[src/rtl/sr_pkg.sv]
// Shared types for the shift-register sequencer and the 32-bit parallel-load register it drives.
package sr_pkg;

    localparam int SR_WIDTH = 32;

    // Select encoding understood by the shift register itself.
    typedef enum logic [1:0] {
        SR_HOLD = 2'b00,
        SR_LOAD = 2'b01,
        SR_SHL  = 2'b10,
        SR_SHR  = 2'b11
    } sr_mode_e;

    typedef enum logic [1:0] {
        IDLE  = 2'b00,
        LOAD  = 2'b01,
        SHIFT = 2'b10,
        DONE  = 2'b11
    } ctrl_state_e;

endpackage

[src/rtl/sr_shift_ctrl_if.sv]
// Word-in and bit-out handshakes of the shift sequencer; master is the upstream/downstream side, slave is the sequencer.
interface sr_shift_ctrl_if
    import sr_pkg::*;
#(
    parameter int WIDTH = SR_WIDTH,
    parameter int LEN_W = $clog2(WIDTH + 1)
);

    // valid/ready: a beat transfers on a rising clk edge where valid && ready are both 1;
    // a producer never drops valid or changes its payload until that beat has transferred.
    logic             in_valid;
    logic             in_ready;
    logic [WIDTH-1:0] in_data;
    logic             in_dir;
    logic [LEN_W-1:0] in_len;
    logic             in_fill;

    logic             ser_out;
    logic             ser_valid;
    logic             ser_ready;

    modport master (
        output in_valid, in_data, in_dir, in_len, in_fill, ser_ready,
        input  in_ready, ser_out, ser_valid
    );

    modport slave (
        input  in_valid, in_data, in_dir, in_len, in_fill, ser_ready,
        output in_ready, ser_out, ser_valid
    );

endinterface

[src/rtl/sr_shift_ctrl.sv]
// Sequencer for a parallel-load shift register: accepts a word, loads it, then shifts out N bits
// under downstream backpressure, pulsing done once the last bit has been taken.
module sr_shift_ctrl
    import sr_pkg::*;
#(
    parameter int WIDTH = SR_WIDTH,
    parameter int LEN_W = $clog2(WIDTH + 1)
) (
    input  logic             clk,
    input  logic             rst,
    sr_shift_ctrl_if.slave   bus,
    output sr_mode_e         sr_sel,
    output logic [WIDTH-1:0] sr_data,
    output logic             sr_il,
    output logic             sr_ir,
    input  logic             q_msb,
    input  logic             q_lsb,
    output logic             busy,
    output logic             done,
    output ctrl_state_e      state_dbg
);

    ctrl_state_e      state_q, state_d;
    logic [LEN_W-1:0] count_q, count_d;
    logic [WIDTH-1:0] data_q;
    logic             dir_q;
    logic             fill_q;
    logic [LEN_W-1:0] len_eff;
    logic             accept;

    // A zero or oversized length means a full word.
    always_comb begin
        len_eff = bus.in_len;
        if (bus.in_len == '0 || int'(bus.in_len) > WIDTH) begin
            len_eff = LEN_W'(WIDTH);
        end
    end

    assign accept = bus.in_valid && bus.in_ready;

    always_ff @(posedge clk) begin
        if (rst) begin
            state_q <= IDLE;
            count_q <= '0;
            data_q  <= '0;
            dir_q   <= 1'b0;
            fill_q  <= 1'b0;
        end else begin
            state_q <= state_d;
            count_q <= count_d;
            if (accept) begin
                data_q <= bus.in_data;
                dir_q  <= bus.in_dir;
                fill_q <= bus.in_fill;
            end
        end
    end

    always_comb begin
        state_d       = state_q;
        count_d       = count_q;
        sr_sel        = SR_HOLD;
        bus.in_ready  = 1'b0;
        bus.ser_valid = 1'b0;
        bus.ser_out   = 1'b0;
        busy          = 1'b0;
        done          = 1'b0;
        case (state_q)
            IDLE: begin
                bus.in_ready = !rst;
                if (bus.in_valid && !rst) begin
                    count_d = len_eff;
                    state_d = LOAD;
                end
            end
            LOAD: begin
                sr_sel  = SR_LOAD;
                busy    = 1'b1;
                state_d = SHIFT;
            end
            SHIFT: begin
                busy          = 1'b1;
                bus.ser_valid = 1'b1;
                // The presented bit is the one about to leave the register, so a stall holds it in place.
                bus.ser_out   = dir_q ? q_lsb : q_msb;
                if (bus.ser_ready) begin
                    sr_sel  = dir_q ? SR_SHR : SR_SHL;
                    count_d = count_q - LEN_W'(1);
                    if (count_q == LEN_W'(1)) begin
                        state_d = DONE;
                    end
                end
            end
            DONE: begin
                busy    = 1'b1;
                done    = 1'b1;
                state_d = IDLE;
            end
            default: state_d = IDLE;
        endcase
    end

    assign sr_data   = data_q;
    assign sr_il     = fill_q;
    assign sr_ir     = fill_q;
    assign state_dbg = state_q;

endmodule

[src/flat_wrapper.sv]
// flat-port wrapper written by rule: the top's interface ports become plain ports
module sr_shift_ctrl_flat import sr_pkg::*;
#(
    parameter int WIDTH = SR_WIDTH,
    parameter int LEN_W = $clog2(WIDTH + 1)
)
  (clk, rst, sr_sel, sr_data, sr_il, sr_ir, q_msb, q_lsb, busy, done, state_dbg, bus_in_valid, bus_in_data, bus_in_dir, bus_in_len, bus_in_fill, bus_ser_ready, bus_in_ready, bus_ser_out, bus_ser_valid);
  sr_shift_ctrl_if #(.WIDTH(WIDTH), .LEN_W(LEN_W)) bus_i ();
  input  logic clk;
  input  logic rst;
  output sr_mode_e sr_sel;
  output logic [WIDTH-1:0] sr_data;
  output logic sr_il;
  output logic sr_ir;
  input  logic q_msb;
  input  logic q_lsb;
  output logic busy;
  output logic done;
  output ctrl_state_e state_dbg;
  input wire logic [$bits(bus_i.in_valid)-1:0] bus_in_valid;
  input wire logic [$bits(bus_i.in_data)-1:0] bus_in_data;
  input wire logic [$bits(bus_i.in_dir)-1:0] bus_in_dir;
  input wire logic [$bits(bus_i.in_len)-1:0] bus_in_len;
  input wire logic [$bits(bus_i.in_fill)-1:0] bus_in_fill;
  input wire logic [$bits(bus_i.ser_ready)-1:0] bus_ser_ready;
  output wire logic [$bits(bus_i.in_ready)-1:0] bus_in_ready;
  output wire logic [$bits(bus_i.ser_out)-1:0] bus_ser_out;
  output wire logic [$bits(bus_i.ser_valid)-1:0] bus_ser_valid;
  assign bus_i.in_valid = bus_in_valid;
  assign bus_i.in_data = bus_in_data;
  assign bus_i.in_dir = bus_in_dir;
  assign bus_i.in_len = bus_in_len;
  assign bus_i.in_fill = bus_in_fill;
  assign bus_i.ser_ready = bus_ser_ready;
  assign bus_in_ready = bus_i.in_ready;
  assign bus_ser_out = bus_i.ser_out;
  assign bus_ser_valid = bus_i.ser_valid;
  sr_shift_ctrl #(.WIDTH(WIDTH), .LEN_W(LEN_W)) u_core (.clk(clk), .rst(rst), .bus(bus_i), .sr_sel(sr_sel), .sr_data(sr_data), .sr_il(sr_il), .sr_ir(sr_ir), .q_msb(q_msb), .q_lsb(q_lsb), .busy(busy), .done(done), .state_dbg(state_dbg));
endmodule
[config.mk]
export PLATFORM = sky130hd
export DESIGN_NAME = sr_shift_ctrl_flat
export DESIGN_NICKNAME = d
export VERILOG_FILES = /design/src/rtl/sr_pkg.sv /design/src/rtl/sr_shift_ctrl_if.sv /design/src/rtl/sr_shift_ctrl.sv /design/src/flat_wrapper.sv
export SDC_FILE = /design/constraint.sdc
export NUM_CORES = 1
export LEC_CHECK = 0
export ABC_CLOCK_PERIOD_IN_PS = 3900
export CAP_MARGIN = 20
export CELL_PAD_IN_SITES_DETAIL_PLACEMENT = 0
export CELL_PAD_IN_SITES_GLOBAL_PLACEMENT = 2
export CORE_UTILIZATION = 23
export CTS_BUF_LIST = sky130_fd_sc_hd__clkbuf_4 sky130_fd_sc_hd__clkbuf_8 sky130_fd_sc_hd__clkbuf_16
export CTS_CLUSTER_DIAMETER = 50
export CTS_CLUSTER_SIZE = 14
export DETAILED_ROUTE_END_ITERATION = 10
export GPL_TIMING_DRIVEN = 0
export PLACE_DENSITY = 0.9
export SYNTH_ARGS = -nofsm -noshare
export SYNTH_HDL_FRONTEND = slang
export SYNTH_SLANG_ARGS = --single-unit
[constraint.sdc]
create_clock -name clk -period 3.9 [get_ports clk]
set_input_delay 1.17 -clock clk [delete_from_list [all_inputs] [get_ports clk]]
set_output_delay 1.17 -clock clk [all_outputs]
set_load 0.1 [all_outputs]
; Word-level counts from Yosys, hierarchy flattened
; Index checks and enable logic that the tools add are counted.
; W data, S select, Z words.
[classes]
add_sub_neg = 1
magnitude_cmp = 1
n_eq_ne = 7
n_mux = 17
reduce_logical = 10
[ops]
columns = cell, count
row1 = $mux W6, 3
row2 = $pmux W6 S2, 1
row3 = $mux W2, 4
row4 = $pmux W2 S4, 1
row5 = $mux W1, 7
row6 = $eq A6 B1 Y1 const B, 1
row7 = $gt A6 B6 Y1 const B, 1
row8 = $logic_not A6 Y1, 1
row9 = $reduce_and A3 Y1, 2
row10 = $sub A6 B1 Y6 const B, 1
row11 = $eq A2 B2 Y1 const B, 2
row12 = $ne A2 B1 Y1 const B, 2
row13 = $pmux W2 S2, 1
row14 = $reduce_or A3 Y1, 1
row15 = $eq A2 B1 Y1 const B, 1
row16 = $logic_and A1 B1 Y1, 2
row17 = $logic_not A2 Y1, 1
row18 = $ne A2 B2 Y1 const B, 1
row19 = $reduce_bool A2 Y1, 1
row20 = $logic_not A1 Y1, 1
row21 = $logic_or A1 B1 Y1, 1
[totals]
reg_bits = 42
in_bits = 46
elab_cells = 41

; Longest topological paths before layout
; Gate-level depths: netlist of the first run.
[depth]
ltp_word = 5
mapped_depth = 9
mapped_depth_nobuf = 6

; Worst setup path before layout of the first run
; No wires, ideal clock.
[synth_timing]
kind = flip-flop to output port
from = reg u_core.state_q[1], in the netlist u_core.state_dbg[1]
to = out sr_sel[0]
arrival_ps = 4583
setup_slack_ps = -1853
stages_incl_launch_ff = 6
n_path_buf = 1
path_cell_list = dfxtp_1 -> ha_1 -> buf_2 -> and2_1 -> a21oi_1 -> nor2b_1
[synth_via]
elab_chain_len = 2
word_cells_on_any_way = 3
cone_classes = eq/ne (2) / mux (1)
[synth_rtl]
columns = item, line
row1 = "start, declared", sr_shift_ctrl.sv:23  ; ctrl_state_e state_q, state_d;
row2 = "start signal, assigned", sr_shift_ctrl.sv:49  ; state_q <= state_d;
row3 = $eq A2 B2 Y1 / $eq A2 B1 Y1 (equally long branches), sr_shift_ctrl.sv:68  ; case (state_q)
row4 = $pmux W2 S2 *, sr_shift_ctrl.sv:68
row5 = "end, declared", flat_wrapper.sv:11  ; output sr_mode_e sr_sel;
; Every way passes the cells marked *; elsewhere a longest branch is shown, timed or not.

; Worst setup path in the final report of the first run
[layout_timing]
from = in q_lsb
to = out bus_ser_out
[layout_via]
elab_chain_len = 2
[layout_rtl]
columns = item, line
row1 = "start, declared", flat_wrapper.sv:16  ; input logic q_lsb;
row2 = $mux W1, sr_shift_ctrl.sv:85  ; bus.ser_out = dir_q ? q_lsb : q_msb;
row3 = $mux W1, sr_shift_ctrl.sv:68
row4 = "end, declared", flat_wrapper.sv:27  ; output wire logic [$bits(bus_i.ser_out)-1:0] bus_ser_out;
; No other way between the ends.

==> flow_results.org, run 1 <==
** Status
- The run finished with clean final reports.

** CTS
- Post-cts sizing count :: 5
- Buffers from clock root to sink, at most :: 2
- Num CTS Buffers :: 5
- In this run the number of H-tree levels came out at 2.
- Clock tree synthesis found a total of 42 sinks.
- The later pin in the worst-skew pair is clocked with a latency of just under 0.3 ns.
- TritonCTS built the clock tree.
- In this run, post-CTS hold repair placed 0 buffers.
- After clock tree synthesis, the clock-pin slew on the worst setup and hold paths is roughly 0.080 ns.
- Once the clock tree was built, the setup fixing pass inserted 0 buffers.
- CTS placed an instance of sky130_fd_sc_hd__clkbuf_8 at the clock tree root.

** Worst setup path
- CP Max Fanout :: 1
- On the critical path, the stage with the largest delay is an instance of sky130_fd_sc_hd__dlygate4sd2_1.
- The startpoint identified for the worst register-to-register timing path is u_core.state_dbg[0].
- Critical path capture point type :: output pin
- The critical path contains buffers and inverters numbering 2 combined.
- The critical path crosses 4 cells after its start point.
- Required time of the critical path :: 2.73 ns
- Worst setup path end :: bus_ser_out
- Kind of start point of the critical path :: primary input
- In this run the critical register-to-register path is captured at u_core.sr_data[29].
- Category of the critical setup timing path :: primary input to output pin
- R2R setup slack :: approximately 1.9 ns
- Crit-path leading delay family :: buffers and inverters
- Traced cell by cell, the critical path runs through clkdlybuf4s50_1, mux2i_1, nor2b_2, dlygate4sd2_1.
- R2R depth :: 7
- Biggest cell delay along the critical path :: roughly 0.85 ns
- CP Launch Point :: q_lsb
- Crit path DAT :: roughly 2.7 ns

** Finish
- Count of non-filler cells in the finished layout :: about 430
- Number of nets at the end of the flow :: around 380
- Ant diodes :: 0
- In the final layout, the share of cells above drive strength 1 is 0.0898.
- Fill cells in the final layout number roughly 800.
- From synthesis to final layout, the design area changed by 61.5%.

** Place
- During placement, the flow inserted port buffers numbering between 80 and 90.
- At the end of routability-driven placement, the weighted congestion stood at 0.755.
- In this run, placement finished with an instance count of roughly 420.
- Detailed placement ended at an HPWL of between 3 and 4 mm.

** Global routing
- Most used routing layer :: met2
- For this run the aggregate overflow at the end of global routing stands at 0.
- The first global-routing pass estimated between 8 and 9 mm of wire.
- Met2 demand-to-capacity share in global routing :: 0.215
- Initial antenna violation count :: 0
- Vias in the first global route :: 1737
- Across every metal layer, demand over resource in global routing totals 0.129.
- For met1 alone, demand over resource in global routing was 0.156.
- Largest net degree at the start of global routing :: 13
- For met3 alone, demand over resource in global routing was 0.0471.

** Timing
- Setup repair after global routing left no endpoint under its margin.
- Final period demand of the worst path :: roughly 3.8 ns
- Final period utilization :: 0.981
- Final setup violating endpoints :: 0
- Max Clock Skew :: 0.00312 ns
- The hold violation total from the final report is 0.
- Static timing analysis puts the maximum clock frequency at about 0.26 GHz.
- Slew at the pin closest to its max-slew limit :: ~1.0 ns
- Measured against its own limit, the worst slew margin works out to 0.329.
- Final max-slew violation count :: 0

** Synth
- Ranked by instance count, the synthesized netlist is headed by sky130_fd_sc_hd__nand2_1, sky130_fd_sc_hd__dfxtp_1, sky130_fd_sc_hd__o21ai_0.
- In this run the cell area of the synthesized design comes to roughly 0.0018 mm^2.
- Yosys printed 0 warnings.
- Register area share after synthesis :: 0.462
- sky130_fd_sc_hd__dfxtp_1 takes more of the synthesized area than any other cell.
- Ranked by total cell area, the synthesized netlist is headed by sky130_fd_sc_hd__dfxtp_1, sky130_fd_sc_hd__nand2_1, sky130_fd_sc_hd__o21ai_0.
- Dominant synthesized flop cell :: sky130_fd_sc_hd__dfxtp_1
- The average instance in the mapped netlist occupies roughly 8 um^2.
- Number of flops mapped to enable cells by yosys :: 0
- Dominant cell by count in the synthesized netlist :: sky130_fd_sc_hd__nand2_1
- Cell count after synthesis :: between 200 and 250
- The number of nets handed over by synthesis was 281.
- In this run, synthesis produced a sequential element count of 42.
- Of the post-synthesis cell area, the dominant cell type holds 0.462.
- Counting distinct cell types in the post-synthesis netlist gives 33.
- Of all flip-flops after synthesis, the portion carrying an async set or reset was 0.

** Route
- Routed wirelength normalized by instance count :: about 12 um
- For this block, the initial DRC count from the detailed router was 64.
- For this run, design rule violations remaining after detail routing come to 0.
- Wires add up to about 5.2 mm.
- DR pass1 iterations :: 4
- Dividing the detail-routed via count by the number of cells gives approximately 4.3.
- The detail route stage leaves a number of antenna-violating nets equal to 0.
- For this block, the via count after detailed routing is between 1500 and 2000.

** Pwr
- Power comes to 2430 uW.
- The analysis attributes to cell leakage a power of about 0.0011 uW.
- Peak VDD IR :: 0.310 mV
- Pwr per Cell Area :: just over 800 mW/mm^2

** Floorplan
- The initial utilization of the core area, before any placement, comes to 0.236.
- Core area :: around 0.0077 mm^2
- Overall die area :: between 0.008 and 0.009 mm^2
- In this run the horizontal extent of the chip is 90.9 um.
- Height of the chip :: 90.9 um
- For this design the top-level I/O count stands at slightly below 90.
- Row Count :: 32

** Run
- Max Cap Violations :: 0

** Hold path
- The min-delay analysis places its worst path in the category flop to flop.
- The worst hold path begins at u_core.sr_data[2].
- The worst hold path was traced through 2 stages.
## layout by cell type, fill, tap and decap left out, types with 3 or more instances in the layout
master | Yosys | final
sky130_fd_sc_hd__nand2_1 | 72 | 72
sky130_fd_sc_hd__nor2_1 | 3 | 3
sky130_fd_sc_hd__ha_1 | 7 | 6
sky130_fd_sc_hd__a21o_1 | 3 | 3
sky130_fd_sc_hd__inv_1 | 9 | 9
sky130_fd_sc_hd__clkdlybuf4s50_1 | 0 | 83
sky130_fd_sc_hd__a21oi_1 | 10 | 10
sky130_fd_sc_hd__o21ai_0 | 37 | 37
sky130_fd_sc_hd__buf_2 | 4 | 4
sky130_fd_sc_hd__a211oi_1 | 4 | 4
sky130_fd_sc_hd__clkbuf_8 | 0 | 6
sky130_fd_sc_hd__dfxtp_1 | 42 | 41
sky130_fd_sc_hd__clkbuf_1 | 6 | 6
## final cells by class
cell class	instances	area, um^2	share of cell area
timing repair buffer	87	868	0.296
clock buffer	7	90.1	0.0307
clock inverter	1	5.00	0.00171
inverter	10	37.5	0.0128
multi-input combinational	161	880	0.300
tap	102	128	0.0435
buffer	15	85.1	0.0290
sequential	42	842	0.287
## how the worst min path moves through the flow
| stage | to | slack [ns] |
|---|---|---|
| floorplan | u_core.count_q[5] | 0.45 |
| global route | u_core.sr_data[27] | 0.47 |
| CTS | u_core.sr_data[5] | 0.46 |
| global placement | u_core.sr_data[11] | 0.44 |
| detailed placement | u_core.sr_data[5] | 0.45 |
| finish | u_core.sr_data[2] | 0.46 |
## through the flow
| step | worst slack (ns) | cell area, um^2 | hold WS (ns) | setup TNS, ns | util |
|---|---|---|---|---|---|
| CTS | 0.00652 | 2940 | 0.462 | 0 | 0.382 |
| global placement | -0.483 | 2840 | 0.444 | -0.943 | 0.370 |
| global route | 0.00709 | 2940 | 0.472 | 0 | 0.382 |
| detailed placement | -0.473 | 2840 | 0.451 | -0.942 | 0.370 |
| finish | 0.0758 | 2940 | 0.456 | 0 | 0.382 |
| floorplan | 0.000742 | 1840 | 0.453 | 0 | - |
## worst register-to-register path, stage by stage (launching register included)
cell	delay (ns)
sky130_fd_sc_hd__dfxtp_1	0.36
sky130_fd_sc_hd__inv_1	0.15
sky130_fd_sc_hd__ha_1	0.29
sky130_fd_sc_hd__nor2b_1	0.22
sky130_fd_sc_hd__and2_1	0.14
sky130_fd_sc_hd__clkbuf_1	0.20
sky130_fd_sc_hd__clkbuf_1	0.37
sky130_fd_sc_hd__o21ai_0	0.16
## logic make-up after synthesis
kind of cell    share of synthesized area
simple gates                        0.194
compound gates                      0.217
flops                               0.462
buf+inv                            0.0674
fa+ha+maj                          0.0482
mux                                0.0110
## sequential cells by signal, summed over array words and instances (netlist names)
register          cells
u_core.count_q        6
u_core.dir_q          1
u_core.sr_data       32
u_core.sr_il          1
u_core.state_dbg      2
## report_power, final
part | switching (uW) | internal (uW)
Combinational | 1120 | 394
Sequential | 77.4 | 540
Clock | 148 | 150
Total | 1350 | 1080
## layer usage
metal / part of all wire / up-vias
met2: 0.45 / 59
met5: 0 / -
met4: 0.0048 / 0
met1: 0.46 / 818
li1: - / 952
met3: 0.079 / 2
(Power assumes the default switching activity.)
==> run 2: changes to the inputs <==
--- a/config.mk
+++ b/config.mk
@@ -5,17 +5,17 @@
 export SDC_FILE = /design/constraint.sdc
 export NUM_CORES = 1
 export LEC_CHECK = 0
-export ABC_CLOCK_PERIOD_IN_PS = 3900
+export ABC_CLOCK_PERIOD_IN_PS = 3800
 export CAP_MARGIN = 20
 export CELL_PAD_IN_SITES_DETAIL_PLACEMENT = 0
 export CELL_PAD_IN_SITES_GLOBAL_PLACEMENT = 2
-export CORE_UTILIZATION = 23
+export CORE_UTILIZATION = 21
 export CTS_BUF_LIST = sky130_fd_sc_hd__clkbuf_4 sky130_fd_sc_hd__clkbuf_8 sky130_fd_sc_hd__clkbuf_16
 export CTS_CLUSTER_DIAMETER = 50
 export CTS_CLUSTER_SIZE = 14
 export DETAILED_ROUTE_END_ITERATION = 10
 export GPL_TIMING_DRIVEN = 0
-export PLACE_DENSITY = 0.9
+export PLACE_DENSITY = 0.86
 export SYNTH_ARGS = -nofsm -noshare
 export SYNTH_HDL_FRONTEND = slang
 export SYNTH_SLANG_ARGS = --single-unit
==> constraint.sdc (replaced) <==
create_clock -name clk -period 3.8 [get_ports clk]
set_input_delay 1.14 -clock clk [delete_from_list [all_inputs] [get_ports clk]]
set_output_delay 1.14 -clock clk [all_outputs]
set_load 0.05 [all_outputs]
==> run 2 against run 1 <==
Net effect:
- total power shrank 13%
- register-to-register slack worse by 0.14 ns
- critical path type unchanged
- die area grew 9.3%
- utilization fell by 2.8 points
- critical path depth grew 1
- via count grew 0.87%
- combinational power shrank 27%
- clock power is 23% higher
- setup slack improved by 0.079 ns
- sequential power up 3%
- final cell count grew 0.71%
==> flow_results.org, run 2 (synthesized netlist as in run 1, its figures left out) <==
** Status
- Run status :: complete, no violations

** Finish
- Compared with the post-synthesis result, the final layout area differs by 61.7%.
- Share of final-layout standard cells stronger than drive strength 1 :: 0.0712 (-0.0186)
- The flip-flop count of the largest register after layout came to 32 (unchanged).
- Highest-count cells in the layout ignoring fill and taps :: sky130_fd_sc_hd__clkdlybuf4s50_1, sky130_fd_sc_hd__nand2_1, sky130_fd_sc_hd__dfxtp_1, sky130_fd_sc_hd__o21ai_0, sky130_fd_sc_hd__a21oi_1
- The count of nets after finishing came to 375 (unchanged).
- The number of antenna cells inserted came to 0 (unchanged).
- Most common cell after layout, fill and taps aside :: sky130_fd_sc_hd__clkdlybuf4s50_1
- Final cell utilization of the core :: 0.354 (-0.0275)

** CTS
- The cell sitting at the root of the clock tree is a sky130_fd_sc_hd__clkbuf_8.
- Number of H-tree levels :: 2 (unchanged)
- The cts-stage hold buffer count came to 0 (unchanged).
- The number of buffers on the longest clock path is 2 (unchanged).
- Post-CTS setup buffer count :: 0 (unchanged)
- Worst-skew pair later-pin latency :: 0.29 ns (about the same)
- TritonCTS built the clock tree.
- The clock edge transition at the registers on the reported setup and hold paths was 0.08 ns (about the same).
- Number of sinks on the clock net :: 42 (unchanged)
- The number of CTS-inserted buffers was 5 (unchanged).

** Worst setup path
- Number of buffer and inverter instances along the worst setup path :: 2 (unchanged)
- Kind of start point of the critical path :: primary input
- The endpoint arrival time on the critical path is 2.51 ns (-0.14 ns).
- Crit-path leading delay family :: buffers and inverters
- The maximum fanout count along the critical path is 3 (+2).
- The critical path in this run is classified as primary input to output pin.
- Critical path capture point type :: output pin
- Biggest cell delay along the critical path :: 0.54 ns (-0.31 ns)
- Traced cell by cell, the critical path runs through clkdlybuf4s50_1, and2_1, a21oi_1, nor2b_2, dlygate4sd2_1.
- Required time of the critical path :: 2.66 ns (-0.07 ns)
- Worst-path cell with the longest stage delay :: sky130_fd_sc_hd__dlygate4sd2_1

** Pwr
- The share of power burned in the clock network came to 0.174 (+0.051).
- The power density over the cells is 719 mW/mm^2 (-13%).
- The worst ir drop on vdd was 0.242 mV (-22%).
- The total leakage power came to 0.00115 uW (+2.3%).
- The share of total power consumed by net switching was 0.450 (-0.104).
- Part of the total power dissipated in combinational logic :: 0.526 (-0.097)
- Overall power of the completed layout :: 2110 uW (-13%)
- Switching power :: 951 uW (-29%)
- Sequential fraction of design power :: 0.300 (+0.046)
- The internal cell power is 1160 uW (+7.4%).

** Global routing
- The number of antenna violations at the first check in global routing came to 0 (unchanged).
- Global-route wire length before repair :: 8.45 mm (-1.7%)
- GRT Util Overall :: 0.121 (-0.00734)
- Vias in the first global route :: 1687 (-2.9%)
- The total congestion overflow after global routing was 0 (unchanged).
- The pin count of the biggest net entering global routing came to 13 (unchanged).

** Timing
- Max Clock Skew :: 0.00999 ns (+0.00688 ns)
- The worst slew margin relative to its limit was 0.641 (+0.312).
- The final number of setup-violating endpoints is 0 (unchanged).
- Setup repair after global routing left no endpoint under its margin.
- The final count of pins violating max slew came to 0 (unchanged).
- For the finished layout, the period the worst path requires is ~3.6 ns.
- Timing would allow up to 0.274 GHz.
- The transition time at the pin with the least slew margin is 0.536 ns (-0.467 ns).
- Final period utilization :: 0.959
- The hold violation total from the final report came to 0 (unchanged).
- The total negative slack is 0 ns (unchanged).

** Floorplan
- Height of the chip :: 95.0 um (+4.6%)
- Initial core utilization :: 0.219 (-0.0174)
- Die width :: 95.0 um (+4.6%)
- The number of top-level pins was 89 (unchanged).
- The area of the die is 0.00903 mm^2 (+9.3%).
- Row Count :: 33 (+3.1%)
- The total core area was 0.00830 mm^2 (+8.0%).

** Place
- The number of buffer cells added on primary ports was 87 (unchanged).
- The detailed placement HPWL was 3.82 mm (+0.39%).
- RD Place Congestion :: 0.758 (+0.36%)

** Hold path
- The path class of the tightest hold or removal check is flop to flop.

** Route
- The remaining design rule violation count was 0 (unchanged).
- Iter 0 DRT Violations :: 51 (-20%)
- The routed length per instance was 12.4 um (+0.90%).
- The total wirelength of the detailed-routed design is 5.29 mm (+1.6%).
- The via count normalized by instance count came to 4.32 (+0.17%).
- Residual antenna-violating net count after detailed routing :: 0 (unchanged)
- The number of search-and-repair iterations in the first detailed-routing pass was 4 (unchanged).
- Vias :: 1847 (+0.87%)

** Run
- Max Cap Violations :: 0 (unchanged)
==> run 2: layout make-up <==
| cell class | count | area (um^2) |
|---|---|---|
| inverters | 10 | 37.5 |
| clock buffers | 7 | 83.8 |
| fillers | 900 | 5360 |
| plain buffers | 15 | 85.1 |
| flip-flops and latches | 42 | 841 |
| repair buffers | 87 | 875 |
| well taps | 105 | 131 |
| clock inverters | 1 | 30.0 |
| multi-input cells | 161 | 857 |
==> run 2: per-stage QoR <==
stage	worst slack (ns)	area [um^2]	hold slack (ns)	cells
floorplan	0.0678	1820	0.453	228
global placement	-0.134	2820	0.443	420
detailed placement	-0.148	2820	0.452	420
CTS	0.0360	2940	0.464	428
global route	0.0569	2940	0.484	428
finish	0.154	2940	0.459	428
==> run 2: layer usage <==
metal	track usage	vias to the layer above	routed length [um]
li1	-	944	-
met1	0.163	843	2450
met2	0.181	58	2380
met3	0.0447	2	433
met4	0.0341	0	24
met5	0	-	0
==> run 2: final timing paths <==
| check | end | from | slack, ns | depth (start not counted) |
|---|---|---|---|---|
| max | sr_sel[0] | bus_ser_ready | 0.15 | 5 |
| min | u_core.sr_data[3] | u_core.sr_data[3] | 0.46 | 2 |
| max reg2reg | u_core.sr_data[22] | u_core.state_dbg[0] | 1.73 | 7 |
| min reg2reg | u_core.sr_data[3] | u_core.sr_data[3] | 0.46 | 2 |
==> run 2: worst reg2reg max path, delay by kind of cell (launching register included) <==
family	cells	cell delay, ns
AOI/OAI and AO/OA	1	0.16
and+or+nand+nor	2	0.45
adders and majority gates	1	0.27
buffers and inverters	3	0.70
DFF	1	0.36
==> run 2: repair_timing <==
item | in CTS | in global routing
gates resized for setup | 1 | 2
endpoints found under the setup margin | 1 | 2
gates cloned | 0 | 0
==> run 2: power groups by stage <==
stage                     Combinational (uW)  Sequential, uW  Clock [uW]
after floorplan                          459             935           0
after global placement                  1130             639           0
after detailed placement                1120             643           0
after CTS                               1130             636         388
after global routing                    1200             650         404
final                                   1110             634         367
==> RTL edit (flow settings as in run 2) <==
Change the package constant `SR_WIDTH` from 32 to 64.
--- a/src/rtl/sr_pkg.sv
+++ b/src/rtl/sr_pkg.sv
@@ -1,7 +1,7 @@
 // Shared types for the shift-register sequencer and the 32-bit parallel-load register it drives.
 package sr_pkg;
 
-    localparam int SR_WIDTH = 32;
+    localparam int SR_WIDTH = 64;
 
     // Select encoding understood by the shift register itself.
     typedef enum logic [1:0] {
Ports: changed (resized bus_in_data, bus_in_len and sr_data); port bits go from 89 to 154. The function was not compared with the original's and may differ.
==> RTL edit against run 2 <==
  * Largest power group unchanged
  * Register-to-register slack improved by 0.03 ns
  * Wire length increased by 84%
  * Area after synthesis increased by 73%
  * Count of clock-buffer cells in the layout increased by 4
  * Cell area increased by 79%
  * Sequential cell count increased by 33
  * Setup slack got worse by 0.089 ns
  * Global-route usage increased by 0.87 points
  * Sequential power increased by 70%
  * Total power increased by 77%
==> RTL edit: results (changes against run 2) <==
** Timing
- The worst setup slack after layout came to 0.0651 ns (was 0.154 ns).
- Minimum hold slack :: 0.473 ns (was 0.459 ns)
- Max-slew headroom :: 0.634 (was 0.641)

** Clock tree
- Reg clk slew, reported paths :: 0.06 ns (was 0.08 ns)
- Worst skew pair latency :: 0.33 ns (was 0.29 ns)
- The level count of the clock H-tree was 3 (was 2).

** Finish
- Number of flip-flops in the largest register :: 64 (was 32)
- The final net count is 625 (was 375).

** Placement
- IO buf count :: 153 (was 87)
- Worst setup slack before clock tree synthesis :: -0.147 ns (was -0.148 ns)
- The half-perimeter wire length after placement is 7320 µm (was 3820 µm).

** Critical path
- The launching point of the worst reg2reg path is u_core.state_dbg[1]$_SDFFE_PP0P_ (was u_core.state_dbg[0]$_SDFFE_PP0P_).
- The terminus of the critical flop-to-flop path was u_core.sr_data[50]$_SDFFE_PP0P_ (was u_core.sr_data[22]$_SDFFE_PP0P_).
- The flop-to-flop setup slack came to 1.76 ns (was 1.73 ns).
- The worst-case reg-to-reg path depth is 8 (was 7).

** Synthesis
- The sequential area share after synthesis came to 0.477 (was 0.462).
- The mux contribution to synthesized area came to 0.00636 (was 0.0110).
- Top cells by area in the synthesized netlist: sky130_fd_sc_hd__dfxtp_1 (48%), sky130_fd_sc_hd__nand2b_1 (13%), sky130_fd_sc_hd__o21ai_0 (11%), sky130_fd_sc_hd__nand2_1 (8.6%), sky130_fd_sc_hd__ha_1 (2.8%) (was sky130_fd_sc_hd__dfxtp_1 (46%), sky130_fd_sc_hd__nand2_1 (15%), sky130_fd_sc_hd__o21ai_0 (10%), sky130_fd_sc_hd__ha_1 (4.8%), sky130_fd_sc_hd__a21oi_1 (2.8%)).
- Netlist cell types :: 38 (was 33)
- Post-Synthesis Net Count :: 461 (was 281)
- Post-Synth Adder-Cell Area :: 0.0278 (was 0.0482)

** GRT
- First-pass GRT wire length :: 16200 µm (was 8450 µm)
- The overall fraction of global-route tracks in use is 0.130 (was 0.121).

** Drt
- Wire per inst :: 13.4 µm (was 12.4 µm)

** Pwr
- Lkg Pwr :: 1.91 nW (was 1.15 nW)
- Part of the total power dissipated in combinational logic :: 0.445 (was 0.526)

** Min path
- The endpoint of the worst hold path was u_core.sr_data[25]$_SDFFE_PP0P_ (was u_core.sr_data[3]$_SDFFE_PP0P_).

** Status
- Outcome: complete, no violations (unchanged).
-- RTL edit: per-stage QoR --
step           instance area (µm²)  cells
2_1_floorplan                 3150    375
3_3_place_gp                  4910    712
3_5_place_dp                  4910    712
4_1_cts                       5250    728
5_1_grt                       5250    728
6_report                      5250    728
-- RTL edit: worst max-delay path, stage by stage --
cell and delay, ns:
sky130_fd_sc_hd__clkdlybuf4s50_1 0.50, sky130_fd_sc_hd__and2_1 0.16, sky130_fd_sc_hd__clkdlybuf4s50_1 0.80
-- RTL edit: metal layers --
layer,part of all wire,up-vias,track usage
met4,0.020,0,0.0595
li1,-,1563,-
met3,0.078,14,0.0447
met5,0,-,0
met1,0.45,1438,0.158
met2,0.46,103,0.206
-- RTL edit: layout make-up --
class	instances	share of cell area
clock buffer	11	0.0469
multi-input combinational	266	0.283
timing repair buffer	153	0.291
clock inverter	5	0.0191
inverter	8	0.00572
sequential	75	0.286
tap	184	0.0438
buffer	26	0.0253
